===== config.mk =====
export PLATFORM = sky130hd
export DESIGN_NAME = nibble_serial_adder
export DESIGN_NICKNAME = d
export VERILOG_FILES = /design/src/rtl/nibble_pkg.sv /design/src/rtl/nibble_add4.sv /design/src/rtl/nibble_serial_adder.sv
export SDC_FILE = /design/constraint.sdc
export NUM_CORES = 1
export LEC_CHECK = 0
export CAP_MARGIN = 20
export CORE_AREA = 5 5 42 44
export CTS_BUF_LIST = sky130_fd_sc_hd__clkbuf_2 sky130_fd_sc_hd__clkbuf_4 sky130_fd_sc_hd__clkbuf_8
export CTS_CLUSTER_DIAMETER = 40
export DETAILED_ROUTE_END_ITERATION = 10
export DIE_AREA = 0 0 47 49
export HOLD_SLACK_MARGIN = 0.12
export PLACE_DENSITY_LB_ADDON = 0.08
export SYNTH_ARGS = -nofsm -noshare
export SYNTH_HDL_FRONTEND = slang
export SYNTH_HIERARCHICAL = 1
export SYNTH_SLANG_ARGS = --single-unit

===== constraint.sdc =====
create_clock -name clk -period 3.4 [get_ports clk]
set_input_delay 0.68 -clock clk [delete_from_list [all_inputs] [get_ports clk]]
set_output_delay 0.68 -clock clk [all_outputs]
set_load 0.02 [all_outputs]

===== src/rtl/nibble_pkg.sv =====
// ============================================================================
// Module   : nibble_pkg
// Purpose  : Shared types for the nibble-serial adder slice.
// Revision : 1.0 - initial release
// ============================================================================
`default_nettype none

package nibble_pkg;

  localparam int NIB_W = 4;

  typedef logic [NIB_W-1:0] nib_t;

  typedef struct packed {
    nib_t sum;
    logic cout;
    logic last;
  } nib_out_t;

endpackage

`default_nettype wire


===== src/rtl/nibble_add4.sv =====
// ============================================================================
// Module   : nibble_add4
// Purpose  : Combinational 4-bit ripple-carry adder built from full-adder cells.
// Revision : 1.0 - initial release
// ============================================================================
`default_nettype none

module nibble_add4
  import nibble_pkg::*;
(
  input  nib_t a_i,
  input  nib_t b_i,
  input  logic cin_i,
  output nib_t sum_o,
  output logic cout_o
);

  always_comb begin
    logic c;
    c     = cin_i;
    sum_o = '0;
    for (int k = 0; k < NIB_W; k++) begin
      sum_o[k] = a_i[k] ^ b_i[k] ^ c;
      c        = (a_i[k] & b_i[k]) | (c & (a_i[k] ^ b_i[k]));
    end
    cout_o = c;
  end

endmodule

`default_nettype wire


===== src/rtl/nibble_serial_adder.sv =====
// ============================================================================
// Module   : nibble_serial_adder
// Purpose  : Multi-precision adder fed LS-nibble first, with carry chaining and
//            a one-deep valid/ready output register.
//            Optional NIBBLE_SERIAL_ADDER_OVF_EN adds a signed-overflow output.
// Revision : 1.0 - initial release
// ============================================================================
`default_nettype none

module nibble_serial_adder
  import nibble_pkg::*;
#(
  parameter int NIBBLES = 4
) (
  input  logic       clk,
  input  logic       rst,
  input  logic       in_valid,
  output logic       in_ready,
  input  logic [3:0] in_a,
  input  logic [3:0] in_b,
  input  logic       in_cin,
  output logic       out_valid,
  input  logic       out_ready,
  output logic [3:0] out_sum,
  output logic       out_cout,
  output logic       out_last
`ifdef NIBBLE_SERIAL_ADDER_OVF_EN
  ,
  output logic       out_ovf
`endif
);

  localparam int              CNT_W    = (NIBBLES > 1) ? $clog2(NIBBLES) : 1;
  localparam logic [CNT_W-1:0] LAST_CNT = CNT_W'(NIBBLES - 1);

  logic [CNT_W-1:0] cnt_q, cnt_d;
  logic             carry_q, carry_d;
  logic             valid_q, valid_d;
  nib_out_t         out_q, out_d;

  logic w_accept;
  logic w_first;
  logic w_last;
  logic w_cin;
  logic w_cout;
  nib_t w_sum;

  assign in_ready = !valid_q || out_ready;
  assign w_accept = in_valid && in_ready;
  assign w_first  = (cnt_q == '0);
  assign w_last   = (cnt_q == LAST_CNT);
  // A new operand always reseeds from in_cin, so a stale carry never leaks in.
  assign w_cin    = w_first ? in_cin : carry_q;

  nibble_add4 u_add4 (
    .a_i    (in_a),
    .b_i    (in_b),
    .cin_i  (w_cin),
    .sum_o  (w_sum),
    .cout_o (w_cout)
  );

  always_comb begin
    cnt_d   = cnt_q;
    carry_d = carry_q;
    valid_d = valid_q;
    out_d   = out_q;
    if (w_accept) begin
      cnt_d      = w_last ? '0 : cnt_q + CNT_W'(1);
      carry_d    = w_cout;
      valid_d    = 1'b1;
      out_d.sum  = w_sum;
      out_d.cout = w_cout;
      out_d.last = w_last;
    end else if (valid_q && out_ready) begin
      valid_d = 1'b0;
    end
  end

  always_ff @(posedge clk) begin
    if (rst) begin
      cnt_q   <= '0;
      carry_q <= 1'b0;
      valid_q <= 1'b0;
      out_q   <= '0;
    end else begin
      cnt_q   <= cnt_d;
      carry_q <= carry_d;
      valid_q <= valid_d;
      out_q   <= out_d;
    end
  end

  assign out_valid = valid_q;
  assign out_sum   = out_q.sum;
  assign out_cout  = out_q.cout;
  assign out_last  = out_q.last;

`ifdef NIBBLE_SERIAL_ADDER_OVF_EN
  logic ovf_q, ovf_d;
  logic w_ovf;

  assign w_ovf = w_last && (in_a[3] == in_b[3]) && (w_sum[3] != in_a[3]);

  always_comb begin
    ovf_d = ovf_q;
    if (w_accept) begin
      ovf_d = w_ovf;
    end
  end

  always_ff @(posedge clk) begin
    if (rst) begin
      ovf_q <= 1'b0;
    end else begin
      ovf_q <= ovf_d;
    end
  end

  assign out_ovf = ovf_q;
`endif

endmodule

`default_nettype wire


; ---- Word-level counts from Yosys, hierarchy flattened
; Index checks and enable logic that the tools add are counted.
[op_classes]
add_sub_neg = 1
mul = 0
div_mod_pow = 0
n_lt_le_gt_ge = 0
n_eq_ne = 1
shift = 0
n_mux = 4
bitwise_logic = 20
n_reduce_logical = 6
[ops]
columns = op, count
row1 = $and 1x1->1, 8
row2 = $xor 1x1->1, 8
row3 = $or 1x1->1, 4
row4 = $mux 1, 3
row5 = $add 2x1->2 const B, 1
row6 = $eq 2x2->1 const B, 1
row7 = $logic_and 1x1->1, 2
row8 = $logic_not 2->1, 1
row9 = $mux 2, 1
row10 = $reduce_bool 2->1, 1
row11 = $logic_not 1->1, 1
row12 = $logic_or 1x1->1, 1
[word_totals]
register_bits = 9
latch_bits = 0
mem_bits_rw = 0
rom_bits = 0
input_bits = 13
out_inout_bits = 8
wordCells = 37
memories = 0

; ---- Longest topological paths before layout
; Gate-level depths: netlist (run 1).
[depth]
ltp_word = 10
ltp_mapped = 13
depth_no_buf = 13

; ---- Modules after synthesis
; Netlist (run 1), hierarchy kept.
[by_module_without_submodules]
columns = mod, n_inst, cells_per_inst, area_each_um2, seq_area_each_um2
row1 = nibble_serial_adder, 1, 45, 387.9, 180.2
row2 = nibble_add4, 1, 14, 117.6, 0.0

; ---- Least setup slack after synthesis (run 1)
; Ideal clock, no wire load.
[synth_timing]
path_type = input-to-reg
startpoint = input in_cin
endpoint = register out_q (netlist bit out_sum[3])
setup_time_ps = 70
t_arrival_ps = 2556
required_time_ps = 3330
setup_slack_ps = 774
stages = 11
n_path_buf = 0
path_cell_list = mux2_2 -> fa_1 -> inv_1 -> fa_1 -> inv_1 -> fa_1 -> inv_1 -> fa_1 -> inv_1 -> nand3_1 -> a21oi_1
[synth_between]
elab_chain_cells = 8
[synth_rtl]
columns = item, line
row1 = "start, declared", nibble_serial_adder.sv:21  ; input logic in_cin,
row2 = $mux 1, nibble_serial_adder.sv:53  ; assign w_cin = w_first ? in_cin : carry_q;
row3 = $and 1x1->1, nibble_add4.sv:24  ; c = (a_i[k] & b_i[k]) | (c & (a_i[k] ^ b_i[k]));
row4 = $or 1x1->1, nibble_add4.sv:24
row5 = $and 1x1->1, nibble_add4.sv:24
row6 = $or 1x1->1, nibble_add4.sv:24
row7 = $and 1x1->1, nibble_add4.sv:24
row8 = $or 1x1->1, nibble_add4.sv:24
row9 = $xor 1x1->1, nibble_add4.sv:23  ; sum_o[k] = a_i[k] ^ b_i[k] ^ c;
row10 = via w_sum[3], nibble_serial_adder.sv:46  ; nib_t w_sum;
row11 = "end signal, assigned", nibble_serial_adder.sv:90  ; out_q <= out_d;
row12 = "end, declared", nibble_serial_adder.sv:39  ; nib_out_t out_q, out_d;
; The timed path passes the listed nets, and every way through them passes these cells.
; A chain may end at the register's enable or synchronous reset.

; ---- Worst setup path after layout (run 1)
[layout_timing]
startpoint = input in_cin
endpoint = register out_q (netlist bit out_sum[3])
[layout_between]
elab_chain_cells = 8
[layout_rtl]
columns = item, line
row1 = $mux 1, nibble_serial_adder.sv:53
row2 = via w_cin, nibble_serial_adder.sv:44  ; logic w_cin;
row3 = $and 1x1->1, nibble_add4.sv:24
row4 = $or 1x1->1, nibble_add4.sv:24
row5 = $and 1x1->1, nibble_add4.sv:24
row6 = $or 1x1->1, nibble_add4.sv:24
row7 = $and 1x1->1, nibble_add4.sv:24
row8 = $or 1x1->1, nibble_add4.sv:24
row9 = $xor 1x1->1, nibble_add4.sv:23
row10 = via w_sum[3], nibble_serial_adder.sv:46
; The timed path passes the listed nets, and every way through them passes these cells.

==> results of run 1 <==
-- through the flow --
step | cells | instance area (um^2)
after floorplan | 59 | 505
after global placement | 94 | 721
after detailed placement | 94 | 721
after CTS | 98 | 748
after global routing | 98 | 748
final | 98 | 748
-- kinds of logic after synthesis --
family                     after synthesis
AOI/OAI and AO/OA                       17
adders and majority gates                6
buffers and inverters                   17
DFF                                      9
muxes                                    1
and+or+nand+nor                          9
-- worst min-delay path, stage by stage, from the launching register on --
cell	delay (ps)
dfxtp_1	310
o21ai_0	60
a21oi_1	60
-- state kept, by name, indices dropped and copies added, names as in the netlist --
register / flops
out_last: 1
cnt_q: 2
out_valid: 1
out_cout: 1
out_sum: 4
-- path summary, 6_finish.rpt --
kind | to | slack (ps) | cells past startpoint
max reg2reg | out_sum[3] | 710 | 13
max | out_sum[3] | 540 | 12
min | out_sum[3] | 480 | 2
min reg2reg | out_sum[3] | 480 | 2
-- cells in the final DEF, fill, tap and decap left out --
cell             netlist  layout
fa_1                   4       4
o21ai_1                1       1
mux2_2                 1       1
dfxtp_1                9       9
nor2b_1                1       1
nand3_1                7       7
clkbuf_4               0       3
o21ai_0                7       7
inv_1                 12      12
clkdlybuf4s50_1        0      20
ha_1                   2       2
inv_2                  1       1
or4_1                  1       1
clkinv_2               0       1
a21oi_1                9       9
inv_4                  1       1
buf_4                  0       2
-- power breakdown --
| group | switching (mW) | internal, mW |
|---|---|---|
| Sequential | 0.00438 | 0.114 |
| Combinational | 0.0368 | 0.0402 |
| Clock | 0.0398 | 0.0433 |
-- final cells by class --
class	count	area, um^2	share of cell area, %
well taps	16	20.0	2.68
inverters	14	55.1	7.36
repair buffers	22	215	28.8
flip-flops and latches	9	180	24.1
multi-input cells	33	250	33.4
clock inverters	1	5.00	0.669
clock buffers	3	22.5	3.01
-- metal layers --
| metal | global-route usage, % | vias up | share of wire [%] |
|---|---|---|---|
| met5 | 0 | - | 0 |
| met4 | 3.69 | 0 | 1.2 |
| met3 | 4.06 | 2 | 6.8 |
| met2 | 17.2 | 13 | 53 |
| met1 | 12.3 | 209 | 39 |
| li1 | - | 236 | - |
==> impl_metrics.yaml, run 1 <==
clock_tree:
  h-tree-depth: 1
  numCtsBuffers: 3
  clkSinkCount: 9
  post_cts_buffers: 0
  cts-hold-fix-buffers: 0
  cts_tree: "yes"
  clkTransAtPathRegs_ps: 70
  cts-root-buf: "clkbuf_4"
  cts_buffer_depth: 2
  clk_latency_ps: 260
  cts_resized: 0
synthesis:
  avgSynthCellArea_um2: 8.57
  synth.distinct_cells: 16
  yosysTopAreaCell: "dfxtp_1"
  async_flop_share_pct: 0
  yosys_register_bits: 9
  syn_inst: 59
  synth_area_leaders: "dfxtp_1 36%, fa_1 16%, a21oi_1 8.9%"
  muxShareOfSynthArea_pct: 2.23
  syn-cell-area_um2: 505
  synth_edf_count: 0
  syn_nets: 78
  yosysMostFrequentCell: "inv_1"
  synth_compound_area_share_pct: 16.8
  synth-simple-area-share_pct: 9.65
  synth_top_area_share_pct: 35.6
  ys_seq_area_share_pct: 35.6
  yosys_warnings: 6
  synth_xor_area_share_pct: 0
  synthTopCellsByCount: "12 x inv_1, 9 x a21oi_1, 9 x dfxtp_1"
  synth-adder-area-share_pct: 20.8
  synth_top_family_by_area: "adder cells"
  ys.flop_type: "dfxtp_1"
critical_path:
  worstPathRequired_ps: 3600
  path_buf_inv: 5
  slowest_delay_ps: 410
  cpMaxStageDelayCell: "fa_1"
  path_delay_family: "adder cells"
  cp-end-kind: "flop"
  crit_type: "input pin to flop"
  crit_arrival_ps: 3060
  r2r-start: "cnt_q[0]"
  path_max_fanout: 1
  path_cells: "clkdlybuf4s50_1 > mux2_2 > fa_1 > inv_1 > fa_1 > inv_1 > fa_1 > inv_1 > fa_1 > inv_1 > nand3_1 > a21oi_1"
  worstSetupStartpoint: "in_cin"
  cp-start-kind: "input pin"
power_and_ir_drop:
  power.density_mw_per_mm2: 372
  power.total_mw: 0.278
  ir_drop_mv: 0.223
  leakagePower_nw: 0.322
run:
  drv_cap: 0
detailed_routing:
  antenna_left: 0
  wl_per_cell_um: 11.2
  drc: 0
  vias: 460
  drt_iter0_drc: 0
  firstDrtPassIters: 1
  vias_per_cell: 4.69
  routed_wl_um: 1100
floorplanning:
  ios: 21
  die_w_um: 47
  num_rows: 14
  die_area_mm2: 0.00230
  core_mm2: 0.00140
  initial_core_util_pct: 36.1
  fp.dieH_um: 49
grt:
  antenna_found_initial: 0
  grt_first_pass_wirelength_um: 1810
  grt_max_degree: 11
  grt_usage_pct: 10.6
  globalRoute.totalOverflow: 0
  grt_pass1_vias: 460
timing:
  timing.final.ws_setup_ps: 537
  hold_viol: 0
  slew_headroom_pct: 76.7
  min_period_ps: 2860
  finClkSkew_ps: 11.3
  fin_crit_sh_pct: 84.2
  rsz0062_at_grt: "no"
  fin_hold_ws_ps: 480
  tns_ps: 0
  setup_viol: 0
  max_freq_mhz: 349
  slew_viol_final: 0
  worst_pin_slew_ps: 349
layout:
  num-nets-final: 102
  fin_util_pct: 53.4
  area_delta_synth_final_pct: 48.0
  antennaDiodeCount: 0
  fill_cells: 145
  drive_gt1_share_pct: 11.0
placement:
  post-place-ws_ps: 244
  place.port_buffers: 20
  gp_congestion: 0.733
  hpwlAfterDp_um: 856
min_path:
  hold_class: "flop to flop"
  min_from: "out_sum[3]"
run_status:
  status: "completed"
(Power assumes the default switching activity.)
==> inputs of run 2 (changes only) <==
CORE_AREA = default   (was 5 5 42 44)
CORE_MARGIN = 5   (was default)
CORE_UTILIZATION = 38   (was default)
DIE_AREA = default   (was 0 0 47 49)
clock period = 2.53 ns   (was 3.4 ns; I/O delays follow)
==> run 2 against run 1 <==
Against the previous run: critical path depth rose by 1; critical path type is now flop to flop; wire length up 3.8%; the flow now finishes with violations (setup timing); flip-flop and latch count stayed put; sequential power up 35%; via count up 5.7%; clock skew fell by 11 ps.
==> impl_metrics.yaml, run 2 (synthesized netlist as in run 1, its figures left out) <==
layout:
  drive_gt1_share_pct: 28.6
  antennaDiodeCount: 0
  largest_reg_flops: 4
  layout.cells.non_filler: 99
  mostFrequentLayoutCells: "19 x clkdlybuf4s50_1, 8 x a21oi_1, 7 x o21ai_0, 7 x dfxtp_1, 7 x inv_1"
  fill_cells: 126
  area_delta_synth_final_pct: 57.9
  num-nets-final: 104
  layout_commonest_cell: "clkdlybuf4s50_1"
power_and_ir_drop:
  ir_drop_mv: 0.264
  p_sw_mw: 0.109
  p_int_mw: 0.288
  swShare_pct: 27.5
  pwr-share-clk_pct: 29.9
  p_seq_share_pct: 40.0
  power.total_mw: 0.397
  leakagePower_nw: 0.338
  combPwrFrac_pct: 30.1
  power.density_mw_per_mm2: 498
floorplanning:
  fp.dieH_um: 46.5
  num_rows: 13
  ios: 21
  die_w_um: 46.5
  core_mm2: 0.00128
  initial_core_util_pct: 39.3
  die_area_mm2: 0.00216
critical_path:
  cpMaxStageDelayCell: "fa_1"
  path_cells: "inv_2 > ha_4 > mux2_4 > fa_2 > inv_2 > fa_2 > inv_2 > fa_2 > inv_2 > fa_1 > inv_1 > nand3_2 > a21oi_2"
  r2r_slack_ps: -3
  crit_arrival_ps: 2730
  worstPathRequired_ps: 2720
  cp-start-kind: "flop"
  crit_type: "flop to flop"
  path_max_fanout: 2
  cp-end-kind: "flop"
  slowest_delay_ps: 390
  crit_top_cell: "inv_2"
clock_tree:
  cts_buffer_depth: 2
  cts_tree: "yes"
  cts-root-buf: "clkbuf_4"
  h-tree-depth: 1
  clkSinkCount: 9
  clk_latency_ps: 260
  clkTransAtPathRegs_ps: 60
  numCtsBuffers: 3
  cts-hold-fix-buffers: 0
detailed_routing:
  vias_per_cell: 4.91
  routed_wl_um: 1140
  drt_iter0_drc: 2
  vias: 486
  antenna_left: 0
  wl_per_cell_um: 11.5
  firstDrtPassIters: 4
  drc: 0
timing:
  tns_ps: -3.04
  worst_pin_slew_ps: 372
  slew_headroom_pct: 75.1
  timing.final.ws_setup_ps: -3.04
  hold_viol: 0
  slew_viol_final: 0
  min_period_ps: 2530
  finClkSkew_ps: 0.386
  fin_hold_ws_ps: 475
  fin_crit_sh_pct: 100
  rsz0062_at_grt: "yes"
  max_freq_mhz: 395
  setup_viol: 1
run_status:
  status: "finished, violations left"
  violations: "setup timing"
grt:
  globalRoute.totalOverflow: 0
  grt_first_pass_wirelength_um: 1810
  grt_usage_pct: 12.3
  grt_pass1_vias: 448
  grt_max_degree: 11
  antenna_found_initial: 0
placement:
  place.port_buffers: 20
  placedCellCount: 94
  hpwlAfterDp_um: 853
  post-place-ws_ps: -461
  gp_congestion: 0.700
min_path:
  hold_class: "flop to flop"
run:
  drv_cap: 0
-- run 2: changes by cell type in the layout (fill, tap and decap cells not counted), sizes merged --
cell | before | now
clkbuf | 3 | 4
clkinv | 1 | 0
dlygate4sd2 | 0 | 1
clkdlybuf4s50 | 20 | 19
buf | 2 | 4
-- run 2: power groups by stage --
stage               Combinational, mW  Sequential [mW]  Clock (mW)
floorplan                      0.0463            0.172           0
global placement                0.105            0.161           0
detailed placement              0.108            0.161           0
CTS                             0.119            0.159       0.124
global route                    0.133            0.160       0.136
finish                          0.120            0.159       0.119
-- run 2: worst paths after layout --
path | cells past startpoint | start | to
min | 2 | out_last | out_last
min reg2reg | 2 | out_last | out_last
max reg2reg | 13 | cnt_q[0] | out_sum[3]
max | 13 | cnt_q[0] | out_sum[3]
-- run 2: what timing repair did --
item / CTS / global route
cloned: 0 / 0
pin swaps: 6 / 5
gates resized for setup: 14 / 2
buffers inserted: 1 / 0
setup endpoints to repair: 1 / 1
-- run 2: metal layers --
| layer | GRT usage (%) | share of wire [%] |
|---|---|---|
| met1 | 12.5 | 37 |
| met4 | 5.11 | 0.70 |
| met2 | 22.0 | 57 |
| met5 | 0 | 0 |
| met3 | 4.69 | 5.9 |
-- run 2: worst max-delay path: cells and delay by family (launching register included) --
| family | cells | cell delay (ps) |
|---|---|---|
| AO/OA/AOI/OAI | 1 | 120 |
| multiplexers | 1 | 290 |
| adder cells (fa/ha/maj) | 5 | 1370 |
| buffers and inverters | 5 | 280 |
| flip-flops | 1 | 330 |
| AND/OR/NAND/NOR | 1 | 70 |
-- run 2: final cells by class --
class / instances / area (um^2) / area share, %
multi-input cells: 33 / 283 / 35.4
repair buffers: 24 / 229 / 28.7
flip-flops and latches: 9 / 183 / 22.9
inverters: 14 / 55.1 / 6.90
clock buffers: 4 / 30.0 / 3.76
well taps: 15 / 18.8 / 2.35
-- run 2: through the flow --
| stage | area [um^2] | utilization (%) |
|---|---|---|
| final | 798 | 62.1 |
| after floorplan | 505 | - |
| after global routing | 798 | 62.1 |
| after detailed placement | 727 | 56.6 |
| after CTS | 790 | 61.4 |
| after global placement | 727 | 56.6 |
